File: config.mk
export PLATFORM = sky130hd
export DESIGN_NAME = spi_slave_transceiver
export DESIGN_NICKNAME = d
export VERILOG_FILES = /design/src/rtl/spi_slave_transceiver.sv
export SDC_FILE = /design/constraint.sdc
export NUM_CORES = 1
export LEC_CHECK = 0
export BUFFER_PORTS_ARGS = -buffer_cell sky130_fd_sc_hd__buf_2
export CORE_UTILIZATION = 55
export CTS_CLUSTER_SIZE = 28
export DETAILED_ROUTE_END_ITERATION = 16
export PLACE_DENSITY = 0.79
export SLEW_MARGIN = 5
export SYNTH_ARGS = -nofsm -noshare
export SYNTH_HDL_FRONTEND = slang
export SYNTH_SLANG_ARGS = --single-unit
File: constraint.sdc
create_clock -name i_clk -period 2.1 [get_ports i_clk]
set_input_delay 0.105 -clock i_clk [delete_from_list [all_inputs] [get_ports i_clk]]
set_output_delay 0.105 -clock i_clk [all_outputs]
set_load 0.01 [all_outputs]
File: src/rtl/spi_slave_transceiver.sv
// spi_slave_transceiver: word-oriented SPI target with CPOL/CPHA modes, tx/rx single-word buffers and flags.
// Optional SPI_SLAVE_OVERRUN_EN adds o_overrun, flagging a word completed while rx_buf was still unread.
module spi_slave_transceiver #(
   parameter int WIDTH       = 8,
   parameter int SYNC_STAGES = 2
) (
   input  logic             i_clk,
   input  logic             i_rst_n,
   input  logic [WIDTH-1:0] i_tx_data,
   output logic [WIDTH-1:0] o_rx_data,
   input  logic             i_wr_en,
   input  logic             i_read,
   input  logic [1:0]       i_mode,
   output logic             o_tx_not_empty,
   output logic             o_rx_not_empty,
   output logic             o_request,
   output logic             o_selected,
`ifdef SPI_SLAVE_OVERRUN_EN
   output logic             o_overrun,
`endif
   input  logic             i_spi_clk,
   input  logic             i_spi_cs_n,
   input  logic             i_spi_data_in,
   output logic             o_spi_data_out,
   output logic             o_spi_data_oe
);
   localparam int CW = $clog2(WIDTH);
   localparam logic [CW-1:0] LAST = CW'(WIDTH - 1);

   typedef enum logic {S_IDLE, S_ACTIVE} state_t;
   state_t r_state, w_state_next;

   logic [SYNC_STAGES-1:0] r_sclk_sync, r_cs_sync, r_mosi_sync;
   logic                   r_sclk_d, r_cs_d;
   logic [WIDTH-1:0]       r_tx_buf, r_tx_sh, r_rx_sh, r_rx_buf;
   logic [CW-1:0]          r_bit_cnt;
   logic                   r_tne, r_rne, r_req, r_fresh, r_miso_q, r_ovr;

   logic w_sclk, w_cs_n, w_mosi, w_cpol, w_cpha, w_lead, w_trail, w_act;
   logic w_sample, w_shift, w_start, w_load, w_done;
   logic [WIDTH-1:0] w_rx_word;

   assign w_sclk    = r_sclk_sync[SYNC_STAGES-1];
   assign w_cs_n    = r_cs_sync[SYNC_STAGES-1];
   assign w_mosi    = r_mosi_sync[SYNC_STAGES-1];
   assign w_cpol    = i_mode[1];
   assign w_cpha    = i_mode[0];
   assign w_lead    = (r_sclk_d == w_cpol) && (w_sclk != w_cpol);
   assign w_trail   = (r_sclk_d != w_cpol) && (w_sclk == w_cpol);
   assign w_act     = (r_state == S_ACTIVE) && !w_cs_n;
   assign w_sample  = w_act && (w_cpha ? w_trail : w_lead);
   assign w_shift   = w_act && (w_cpha ? w_lead : w_trail);
   assign w_start   = (r_state == S_IDLE) && r_cs_d && !w_cs_n;
   // r_fresh stops the first CPHA=1 shift edge from reloading over the word loaded at select
   assign w_load    = w_start || (w_shift && r_bit_cnt == '0 && !r_fresh);
   assign w_done    = w_sample && (r_bit_cnt == LAST);
   assign w_rx_word = {r_rx_sh[WIDTH-2:0], w_mosi};

   always_ff @(posedge i_clk or negedge i_rst_n) begin
      if (!i_rst_n) r_state <= S_IDLE;
      else          r_state <= w_state_next;
   end

   always_comb begin
      w_state_next = r_state;
      if (r_state == S_IDLE && w_start) w_state_next = S_ACTIVE;
      if (r_state == S_ACTIVE && w_cs_n) w_state_next = S_IDLE;
   end

   always_ff @(posedge i_clk or negedge i_rst_n) begin
      if (!i_rst_n) begin
         r_sclk_sync <= '0;
         r_cs_sync   <= '1;
         r_mosi_sync <= '0;
         r_sclk_d    <= 1'b0;
         r_cs_d      <= 1'b1;
         r_tx_buf    <= '0;
         r_tx_sh     <= '0;
         r_rx_sh     <= '0;
         r_rx_buf    <= '0;
         r_bit_cnt   <= '0;
         r_tne       <= 1'b0;
         r_rne       <= 1'b0;
         r_req       <= 1'b0;
         r_fresh     <= 1'b0;
         r_miso_q    <= 1'b0;
         r_ovr       <= 1'b0;
      end else begin
         r_sclk_sync <= {r_sclk_sync[SYNC_STAGES-2:0], i_spi_clk};
         r_cs_sync   <= {r_cs_sync[SYNC_STAGES-2:0], i_spi_cs_n};
         r_mosi_sync <= {r_mosi_sync[SYNC_STAGES-2:0], i_spi_data_in};
         r_sclk_d    <= w_sclk;
         r_cs_d      <= w_cs_n;
         if (i_wr_en) begin
            r_tx_buf <= i_tx_data;
            r_tne    <= 1'b1;
         end else if (w_load) begin
            r_tne    <= 1'b0;
         end
         if (w_load)                             r_tx_sh <= r_tne ? r_tx_buf : '0;
         else if (w_shift && r_bit_cnt != '0)    r_tx_sh <= r_tx_sh << 1;
         r_fresh  <= w_start ? 1'b1 : (w_shift ? 1'b0 : r_fresh);
         r_miso_q <= r_tx_sh[WIDTH-1];
         if (!w_act)        r_bit_cnt <= '0;
         else if (w_sample) r_bit_cnt <= w_done ? '0 : r_bit_cnt + 1'b1;
         if (w_sample) r_rx_sh  <= w_rx_word;
         if (w_done)   r_rx_buf <= w_rx_word;
         r_req <= w_done;
         r_rne <= w_done | (r_rne & ~i_read);
         r_ovr <= (w_done & r_rne) | (r_ovr & ~i_read);
      end
   end

   assign o_rx_data      = r_rx_buf;
   assign o_tx_not_empty = r_tne;
   assign o_rx_not_empty = r_rne;
   assign o_request      = r_req;
   assign o_selected     = (r_state == S_ACTIVE);
   assign o_spi_data_oe  = o_selected;
   assign o_spi_data_out = o_selected & r_miso_q;
`ifdef SPI_SLAVE_OVERRUN_EN
   assign o_overrun      = r_ovr;
`else
   logic w_ovr_unused;
   assign w_ovr_unused   = r_ovr;
`endif
endmodule
==> Word level (Yosys, flattened, before mapping) <==
Index checks and enable logic that the tools add are counted.
{ "word_totals": {"reg_bits": 48, "in_bits": 17, "output_inout_bits": 14, "elab_cells": 64} }
{ "op_classes": {"n_addsub": 1, "eq_ne": 6, "n_mux": 14, "n_bitwise": 5, "reduce_logical": 22} }
{ "ops": {"columns": ["op", "n"], "rows": [
  ["8-bit 2-to-1 mux", 3],
  ["1-bit logical AND", 13],
  ["3-bit 2-to-1 mux", 3],
  ["1-bit 2-to-1 mux", 8],
  ["2-bit nonzero test", 4],
  ["3-bit by 1-bit adder with 3-bit output (second input constant)", 1],
  ["3-bit equality test (second input constant)", 1],
  ["3-bit logical NOT", 1],
  ["3-bit nonzero test", 1],
  ["1-bit AND", 2],
  ["1-bit equality test", 2],
  ["1-bit logical NOT", 2],
  ["1-bit inequality test", 2],
  ["2-bit by 1-bit inequality test with 1-bit output (second input constant)", 1],
  ["1-bit NOT", 2],
  ["1-bit logical OR", 1],
  ["1-bit bitwise OR", 1]
]} }

==> Longest topological paths before layout <==
{ "depth": {"ltp_word": 9, "ltp_mapped": 7} }

==> Least setup slack after synthesis <==
Ideal clock, no wire load.
{ "synth_path": {"path_kind": "register to register", "from": "register r_bit_cnt[0]", "to": "register r_tx_sh[7]", "setup_ns": 0.146, "arrival_ns": 1.469, "setup_slack_ns": 0.485, "stages_incl_launch_ff": 8, "synth_period_minus_slack_ns": 1.615, "path_cell_list": "dfrtp_1 > inv_1 > ha_1 > nand2b_1 > buf_1 > inv_1 > a21oi_1 > o221ai_1"} }
{ "synth_between": {"elab_chain_len": 5, "word_cells_on_any_way": 8} }
{ "synth_rtl": {"columns": ["element", "line_no", "rtl"], "rows": [
  ["from (decl)", "36", "logic [CW-1:0] r_bit_cnt;"],
  ["from (signal assigned)", "105", "else if (w_sample) r_bit_cnt <= w_done ? '0 : r_bit_cnt + 1'b1;"],
  ["3-bit logical NOT", "55", "assign w_load = w_start || (w_shift && r_bit_cnt == '0 && !r_fresh);"],
  ["1-bit logical AND (2 in a row)", "55", null],
  ["1-bit logical OR", "55", null],
  ["8-bit 2-to-1 mux or 2-bit nonzero test (tied branches)", null, null],
  ["to (signal assigned)", "100", "if (w_load) r_tx_sh <= r_tne ? r_tx_buf : '0;"],
  ["to (signal assigned)", "101", "else if (w_shift && r_bit_cnt != '0) r_tx_sh <= r_tx_sh << 1;"],
  ["to (decl)", "35", "logic [WIDTH-1:0] r_tx_buf, r_tx_sh, r_rx_sh, r_rx_buf;"]
]} }
Parallel ways exist; a longest one is shown, timed or not.
A chain may end at the register's enable or synchronous reset.

==> Worst setup path in the final report <==
{ "layout_path": {"from": "register r_sclk_sync[1]", "to": "register r_rx_sh[2]"} }
{ "layout_between": {"elab_chain_len": 4, "word_cells_on_any_way": 6} }
{ "layout_rtl": {"columns": ["element", "line_no", "rtl"], "rows": [
  ["from (decl)", "33", "logic [SYNC_STAGES-1:0] r_sclk_sync, r_cs_sync, r_mosi_sync;"],
  ["from (signal assigned)", "89", "r_sclk_sync <= {r_sclk_sync[SYNC_STAGES-2:0], i_spi_clk};"],
  ["1-bit inequality test or 1-bit equality test (tied branches)", "48, 49", null],
  ["1-bit logical AND (on tied branches)", "48, 49", null],
  ["1-bit 2-to-1 mux *", "51", "assign w_sample = w_act && (w_cpha ? w_trail : w_lead);"],
  ["1-bit logical AND *", "51", null],
  ["to (signal assigned)", "106", "if (w_sample) r_rx_sh <= w_rx_word;"],
  ["to (decl)", "35", null]
]} }
Every way passes the cells marked *; elsewhere a longest branch is shown, timed or not.

==> out/qor.csv <==
metric;value;unit
wirelength;3.48;mm
dr.pass1.iters;5;
synth-compound-area-share;8.71;%
rsz0062_at_grt;false;
grtUsageTotal;22.3;%
r2r_cells;4;
peakVddDrop;0.474;mV
synth_simple_gate_area_share;10.4;%
grt_max_degree;49;
clock-sinks;48;
placed_area;2160;sq um
startpoint_type;register;
synth_warnings;0;
detail_route.iter0.violations;27;
synth_nets;173;
max_slew_margin;61.9;%
avgRoutedWirePerCell;14.1;um
grt_pass1_vias;1278;
min_to;r_tx_buf[7];
drv_slew;0;
hold_class;primary input to register;
insertion_delay;0.36;ns
cellPowerDensity;767;nW/um^2
synth.distinct_cells;34;
layout.cells.most_common;dfrtp_1;
dp_hpwl;2.34;mm
vias_per_cell;5.22;
drive_gt1_share;32.3;%
synthCells;153;
critPathKind;register to register;
setup_tns;0;ns
yosys_register_bits;48;
fin_area;2370;sq um
gr-total-overflow;0;
final_cell_mix;45 x dfrtp_1, 30 x buf_2, 15 x nand2_1;
nFillCells;251;
ant_nets;0;
period_share;86.1;%
critPathCaptureType;register;
final-setup-viol-count;0;
start_util;58.1;%
muxShareOfSynthArea;12.8;%
area_growth;20.3;%
clock_skew;0.0129;ns
hold_path_depth;3;
dieArea;3820;sq um
netlist_area;1970;sq um
layoutNonFillerInstCount;247;
cts.path.max_buffers;2;
gp_congestion;0.765;
timing.fmax;553;MHz
fp.dieH;61.8;um
path_clk_slew;0.13;ns
status;finished, final reports clean;
htreeDepth;2;
grt_antenna_before_repair;0;
hold_viol_final;0;
min_from;i_wr_en;
core;3390;sq um
yosysSeqAreaShare;61.2;%
synth-main-ff-cell;dfrtp_1;
p_total;1.81;mW
io_buffers;30;
num_rows;21;
r2r-start;r_sclk_sync[1];
synth_top_family_by_area;multiplexers;
diodes;0;
detail_route.drc_violations;0;
synth_fa_ha_area_share;1.91;%
ioPinCount;31;
synthArstFlopShare;100;%
synth-edff-count;0;
synth-xor-area-share;0.826;%
root_buffer;clkbuf_4;
period_minus_slack;1.81;ns
cts_buffers;5;
arrival;2.06;ns
r2r_end;r_rx_sh[2];
worst_pin_slew;0.571;ns
worstPathRequired;2.35;ns
drv_cap;0;
fp.dieW;61.8;um
leakagePower;1.18;nW
grt_pass1_wl;5.78;mm
syn_area_per_cell;12.9;sq um
critPathMaxFanout;9;
cts_tree;yes;
final_nets;220;
vias;1289;
r2r_setup_slack;0.29;ns
dpl.cell_count;226;
final cells by class:
cell class	count	area (sq um)	area share, %
multi-input cells	86	681	28.8
repair buffers	45	295	12.5
flip-flops and latches	48	1200	50.9
well taps	46	57.6	2.43
clock buffers	6	41.3	1.74
inverters	14	52.6	2.22
clock inverters	2	35.0	1.48
worst max-delay path by stage:
stage / startpoint / end / slack, ns / depth (start not counted)
final: r_sclk_sync[1] / r_rx_sh[2] / 0.29 / 4
after CTS: r_sclk_sync[1] / r_rx_sh[2] / 0.29 / 4
after global placement: i_mode[1] / r_rx_sh[0] / 0.37 / 5
after detailed placement: i_mode[1] / r_rx_sh[2] / 0.28 / 5
after floorplan: r_bit_cnt[0] / r_tx_sh[7] / 0.49 / 7
after global routing: o_selected / r_rx_sh[2] / 0.23 / 3
cell families after synthesis:
family,Yosys count
simple gates,38
fa+ha+maj,3
buf+inv,19
flops,48
xor+xnor,1
mux,20
compound gates,24
timing repair:
item                                   CTS  global route
hold buffers                            13             0
setup buffers                            0             0
resized for setup                        0             0
endpoints found under the hold margin   57             0
registers in the layout (all words and copies together), names as in the netlist, 2 cells and up:
register	flops
o_rx_data	8
r_bit_cnt	3
r_cs_sync	2
r_mosi_sync	2
r_rx_sh	7
r_sclk_sync	2
r_tx_buf	8
r_tx_sh	8
where the power goes:
group / total, mW / switching [mW] / internal, mW
logic: 0.214 / 0.0968 / 0.118
clock network: 0.525 / 0.276 / 0.250
registers: 1.08 / 0.0593 / 1.02
worst max-delay path: stages, from the launching register on:
cell,delay [ns]
dfrtp_1,0.44
nand2b_1,0.16
mux2i_2,0.24
and2_1,0.51
mux2_4,0.35
stage by stage:
step           util [%]  hold slack [ns]  setup slack [ns]
4_1_cts            69.8           0.0778             0.287
2_1_floorplan         -           -0.191             0.485
5_1_grt            69.8           0.0896             0.234
6_report           69.8           0.0832             0.292
3_5_place_dp       63.8            0.213             0.284
3_3_place_gp       63.8            0.209             0.367
Yosys cell counts (all sizes together) (2+ instances only):
library cell   n  share of area (%)
mux2i          3                1.7
nand2b         3               0.95
nor4bb         2                1.0
nor3b          2               0.76
dfrtp         45                 57
o221ai         7                3.1
buf            4                1.3
nand3          7                2.0
o21ai         10                2.5
nor2           2               0.38
nor2b          2               0.64
and2           2               0.64
nand2         15                2.9
dfstp          3                4.0
inv           14                2.7
mux2          17                 11
ha             3                1.9
layer usage:
metal	routed length, um	track usage [%]	vias up
met5	0	0	-
met4	64	10.5	0
met3	120	6.21	4
met2	1830	38.1	35
met1	1460	26.1	630
li1	-	-	620
No activity file was read; power rests on OpenSTA's default activity.
